`src/rtl/instruction_fetch_pkg.sv`:
```
// instruction_fetch_pkg: state encoding and instruction field constants shared by the fetch unit
package instruction_fetch_pkg;
  localparam int INSTR_W = 8;
  typedef logic [2:0] state_t;
  localparam state_t S_IDLE      = 3'd0;
  localparam state_t S_READ      = 3'd1;
  localparam state_t S_CAPTURE   = 3'd2;
  localparam state_t S_LOAD      = 3'd3;
  localparam state_t S_WAIT_NEXT = 3'd4;
  localparam int MNEM_HI = 7;
  localparam int MNEM_LO = 6;
  localparam int LSB_HI  = 5;
  localparam int LSB_LO  = 4;
  localparam int DATA_HI = 3;
  localparam int DATA_LO = 0;
endpackage

```
`src/rtl/instruction_fetch_pc_counter.sv`:
```
// instruction_fetch_pc_counter: program counter with reset load, wrapping increment and branch load
// ports: clk, rst, inc (advance by one), load/load_addr (branch target, wins over inc), pc
module instruction_fetch_pc_counter #(
  parameter int ADDR_W = 4,
  parameter logic [ADDR_W-1:0] RST_PC = '0
) (
  input  logic              clk,
  input  logic              rst,
  input  logic              inc,
  input  logic              load,
  input  logic [ADDR_W-1:0] load_addr,
  output logic [ADDR_W-1:0] pc
);
  always_ff @(posedge clk)
    pc <= rst ? RST_PC : load ? load_addr : inc ? pc + 1'b1 : pc;
endmodule

```
`src/rtl/instruction_fetch.sv`:
```
// instruction_fetch: reads instructions from a synchronous ROM and hands them to the IR with an ena/ack handshake
// ports: clk, rst | start, halt, next_req, branch_valid, branch_addr (execute side)
//        mem_rd_en, mem_addr, mem_data (ROM) | ir_data, ir_ena, ir_ack (IR) | pc, busy, fetch_err (status)
// FETCH_ACK_TIMEOUT_EN: when defined, LOAD gives up after ACK_TIMEOUT cycles without ack and sets fetch_err
module instruction_fetch
  import instruction_fetch_pkg::*;
#(
  parameter int ADDR_W = 4,
  parameter logic [ADDR_W-1:0] RST_PC = '0,
  parameter int ACK_TIMEOUT = 8
) (
  input  logic               clk,
  input  logic               rst,
  input  logic               start,
  input  logic               halt,
  input  logic               next_req,
  input  logic               branch_valid,
  input  logic [ADDR_W-1:0]  branch_addr,
  output logic               mem_rd_en,
  output logic [ADDR_W-1:0]  mem_addr,
  input  logic [INSTR_W-1:0] mem_data,
  output logic [INSTR_W-1:0] ir_data,
  output logic               ir_ena,
  input  logic               ir_ack,
  output logic [ADDR_W-1:0]  pc,
  output logic               busy,
  output logic               fetch_err
);
  state_t st;
  logic to_hit;
  assign mem_rd_en = st == S_READ;
  assign mem_addr  = pc;
  assign ir_ena    = st == S_LOAD;
  assign busy      = st != S_IDLE;
  instruction_fetch_pc_counter #(.ADDR_W(ADDR_W), .RST_PC(RST_PC)) u_pc_counter (
    .clk      (clk),
    .rst      (rst),
    .inc      (st == S_CAPTURE),
    .load     (st == S_WAIT_NEXT && !halt && branch_valid),
    .load_addr(branch_addr),
    .pc       (pc)
  );
`ifdef FETCH_ACK_TIMEOUT_EN
  localparam int TW = $clog2(ACK_TIMEOUT + 1);
  logic [TW-1:0] to_cnt;
  // counter is held at zero outside LOAD, so every LOAD entry starts fresh
  assign to_hit = st == S_LOAD && !ir_ack && to_cnt == TW'(ACK_TIMEOUT - 1);
  always_ff @(posedge clk)
    if (rst) begin
      to_cnt    <= '0;
      fetch_err <= 1'b0;
    end else begin
      to_cnt    <= st == S_LOAD ? to_cnt + 1'b1 : '0;
      fetch_err <= to_hit | (fetch_err & !(st == S_IDLE && start));
    end
`else
  assign to_hit    = 1'b0;
  assign fetch_err = 1'b0;
`endif
  always_ff @(posedge clk)
    if (rst) begin
      st      <= S_IDLE;
      ir_data <= '0;
    end else begin
      if (st == S_CAPTURE) ir_data <= mem_data;
      case (st)
        S_IDLE:      st <= start ? S_READ : S_IDLE;
        S_READ:      st <= S_CAPTURE;
        S_CAPTURE:   st <= S_LOAD;
        S_LOAD:      st <= ir_ack ? S_WAIT_NEXT : to_hit ? S_IDLE : S_LOAD;
        S_WAIT_NEXT: st <= halt ? S_IDLE : (branch_valid || next_req) ? S_READ : S_WAIT_NEXT;
        default:     st <= S_IDLE;
      endcase
    end
endmodule

```
`config.mk`:
```
export PLATFORM = sky130hd
export DESIGN_NAME = instruction_fetch
export DESIGN_NICKNAME = d
export VERILOG_FILES = /design/src/rtl/instruction_fetch_pkg.sv /design/src/rtl/instruction_fetch_pc_counter.sv /design/src/rtl/instruction_fetch.sv
export SDC_FILE = /design/constraint.sdc
export NUM_CORES = 1
export LEC_CHECK = 0
export BUFFER_PORTS_ARGS = -buffer_cell sky130_fd_sc_hd__buf_2
export CORE_ASPECT_RATIO = 0.75
export CORE_MARGIN = 2
export CORE_UTILIZATION = 39
export DETAILED_ROUTE_END_ITERATION = 8
export GPL_TIMING_DRIVEN = 0
export PLACE_DENSITY = 0.79
export SYNTH_ARGS = -nofsm -noshare
export SYNTH_HDL_FRONTEND = slang
export SYNTH_SLANG_ARGS = --single-unit
```
`constraint.sdc`:
```
create_clock -name clk -period 1.6 [get_ports clk]
set_input_delay 0.08 -clock clk [delete_from_list [all_inputs] [get_ports clk]]
set_output_delay 0.08 -clock clk [all_outputs]
set_load 0.02 [all_outputs]
```
==> flow_metrics.tcl <==
set metrics [dict create \
    run_status "finished clean" \
    clk_pin_slew_ns 0.10 \
    clockPowerShare 0.259 \
    grt_overflow 0 \
    cts_sinks 15 \
    p_sw_frac 0.298 \
    setup_slack_ns 0.0479 \
    crit_path_start_kind "flip-flop" \
    maxSlewViolCount 0 \
    clock_skew_ns 0.0133 \
    vias_per_cell 4.97 \
    synth_nets 109 \
    start_util 0.420 \
    die_x_um 54.5 \
    gp_congestion 0.846 \
    synth_top_area_share 0.403 \
    hold-path-endpoint "st[1]" \
    dr.first_iter.drc_count 9 \
    ys_types 29 \
    port_buffers 37 \
    yosysSeqAreaShare 0.403 \
    clock_path_buffers 2 \
    root_buffer "clkbuf_4" \
    synth-seq-cells 15 \
    tns_ns 0 \
    yosys.area.top_type "dfxtp_1" \
    crit_arrival_ns 1.76 \
    yosysWarningCount 0 \
    synth_area_leaders "dfxtp_1, nand2_1, buf_4, a21oi_1, nor3_1" \
    stdcell_area_um2 1020 \
    syn_area_per_cell_um2 8.36 \
    setup_viol 0 \
    pwr-share-seq 0.493 \
    grt_max_degree 11 \
    grt_pass1_wl_mm 2.84 \
    routedWlPerCell_um 12.4 \
    dpl.hpwl_mm 1.41 \
    synthCells 89 \
    rr_endpoint "u_pc_counter.pc[3]" \
    drive_gt1_frac 0.466 \
    power.switching_mw 0.248 \
    max_cap_violations 0 \
    n_antenna_cell 0 \
    die_area_um2 2280 \
    grt.total_usage 0.172 \
    min_period_ns 1.55 \
    hold_class "input port to flip-flop" \
    core_area_um2 1770 \
    ioPinCount 39 \
    p_leak_nw 0.481 \
    final_cell_mix "buf_2, nand2_1, dfxtp_1, a21oi_1, buf_4" \
    ff2ff_path_depth 4 \
    dr.pass1.iters 4 \
    irDropWorstVdd_v 0.000674 \
    max_freq_mhz 644 \
    grt_pass1_vias 669 \
    htree_levels 1 \
    synth_area_um2 744 \
    layout_commonest_cell "buf_2" \
    min_period_over_period 0.970 \
    vias 761 \
    cts_tree "built" \
    dp_slack_ns -0.0146 \
    path_class "flip-flop to flip-flop" \
    min_from "ir_ack" \
    multi_input_area_um2 375 \
    route.final.wire_length_mm 1.90 \
    antenna_found_initial 0 \
    fp.dieH_um 41.8 \
    holdPathStages 2 \
    hold_violations 0 \
    insertion_delay_ns 0.28 \
    drtAntennaViolNets 0 \
    nNetsFinal 152 \
    postCtsHoldBufs 0 \
    worstReg2RegStart "st[2]" \
    route.detailed.drc 0 \
    place_area_um2 957 \
    p_per_area_nw_per_um2 812 \
    ff_latch_area_um2 304 \
    reg2reg_slack_ns 0.05 \
    syn_to_final_growth_pct 37.6 \
    internal_power_mw 0.584 \
    power_frac_comb 0.248 \
    fill_cells 166 \
    cts_buffers 3 \
    cp_max_fo 10 \
    final_core_util 0.578 \
    finalPower_mw 0.832 \
    cp-end-kind "flip-flop" \
    rows 13 \
    cp.required_ns 1.80 \
]
[worst max-delay path, stage by stage (launching register included)]
cell,delay [ns]
dfxtp_2,0.34
buf_6,0.13
or3b_4,0.41
or3_4,0.35
a311oi_2,0.24
[synthesized netlist by cell type (all sizes together)]
cell type,number
a21oi,9
dfxtp,15
o32ai,1
xnor2,1
a221oi,1
a211oi,2
nand3,2
inv,3
a311oi,2
a31oi,1
nor3b,2
nand4b,1
conb,1
nor3,5
buf,9
ha,1
nor2,1
clkbuf,2
o221a,1
nand2,20
or3b,1
o21ba,1
or3,3
or4b,1
o21ai,3
[metrics by stage]
stage	hold WS, ns	std cells
2_1_floorplan	0.152	89
3_3_place_gp	0.314	148
3_5_place_dp	0.313	148
4_1_cts	0.00836	151
5_1_grt	0.0204	153
6_report	0.000958	153
[cells by family after synthesis]
group                      count (synthesis)  share of synthesized area
adders and majority gates                  1                     0.0168
other                                      1                    0.00504
AOI/OAI and AO/OA                         21                      0.190
xor gates and xnor gates                   1                     0.0118
buffers and inverters                     14                      0.123
and+or+nand+nor                           36                      0.250
DFF                                       15                      0.403
[area by class of cell]
| type | count | area share |
|---|---|---|
| repair buffers | 39 | 0.195 |
| inverters | 3 | 0.0110 |
| multi-input cells | 60 | 0.366 |
| plain buffers | 10 | 0.0781 |
| clock buffers | 4 | 0.0256 |
| flip-flops and latches | 15 | 0.297 |
| well taps | 22 | 0.0269 |
[flip-flops by register name (all words and copies together), names as in the netlist]
name             cells
ir_data              8
u_pc_counter.pc      4
st                   3
[worst max path at each step]
stage / to / slack [ns] / from
2_1_floorplan: st[2] / 0.07 / st[0]
3_3_place_gp: st[2] / 0.04 / st[0]
3_5_place_dp: u_pc_counter.pc[3] / -0.01 / st[1]
4_1_cts: u_pc_counter.pc[3] / 0.03 / st[1]
5_1_grt: u_pc_counter.pc[3] / -0.01 / st[2]
6_report: u_pc_counter.pc[3] / 0.05 / st[2]
[per-layer routing]
layer / global-route usage / wire length [um] / vias to the layer above
li1: - / - / 389
met1: 0.219 / 809 / 338
met2: 0.263 / 903 / 32
met3: 0.0827 / 182 / 2
met4: 0.0300 / 9 / 0
met5: 0 / 0 / -
[power groups by stage]
stage          combinational [mW]  clock (mW)  sequential (mW)
3_5_place_dp                0.194           0            0.416
3_3_place_gp                0.189           0            0.415
5_1_grt                     0.227       0.232            0.413
6_report                    0.207       0.216            0.410
2_1_floorplan               0.106           0            0.435
4_1_cts                     0.195       0.219            0.408
[what timing repair did]
item,4_1_cts,5_1_grt
endpoints found under the setup margin,2,3
pin swaps,1,3
buffers inserted,0,2
resized for setup,1,12
Power figures use the tool's default switching activity.
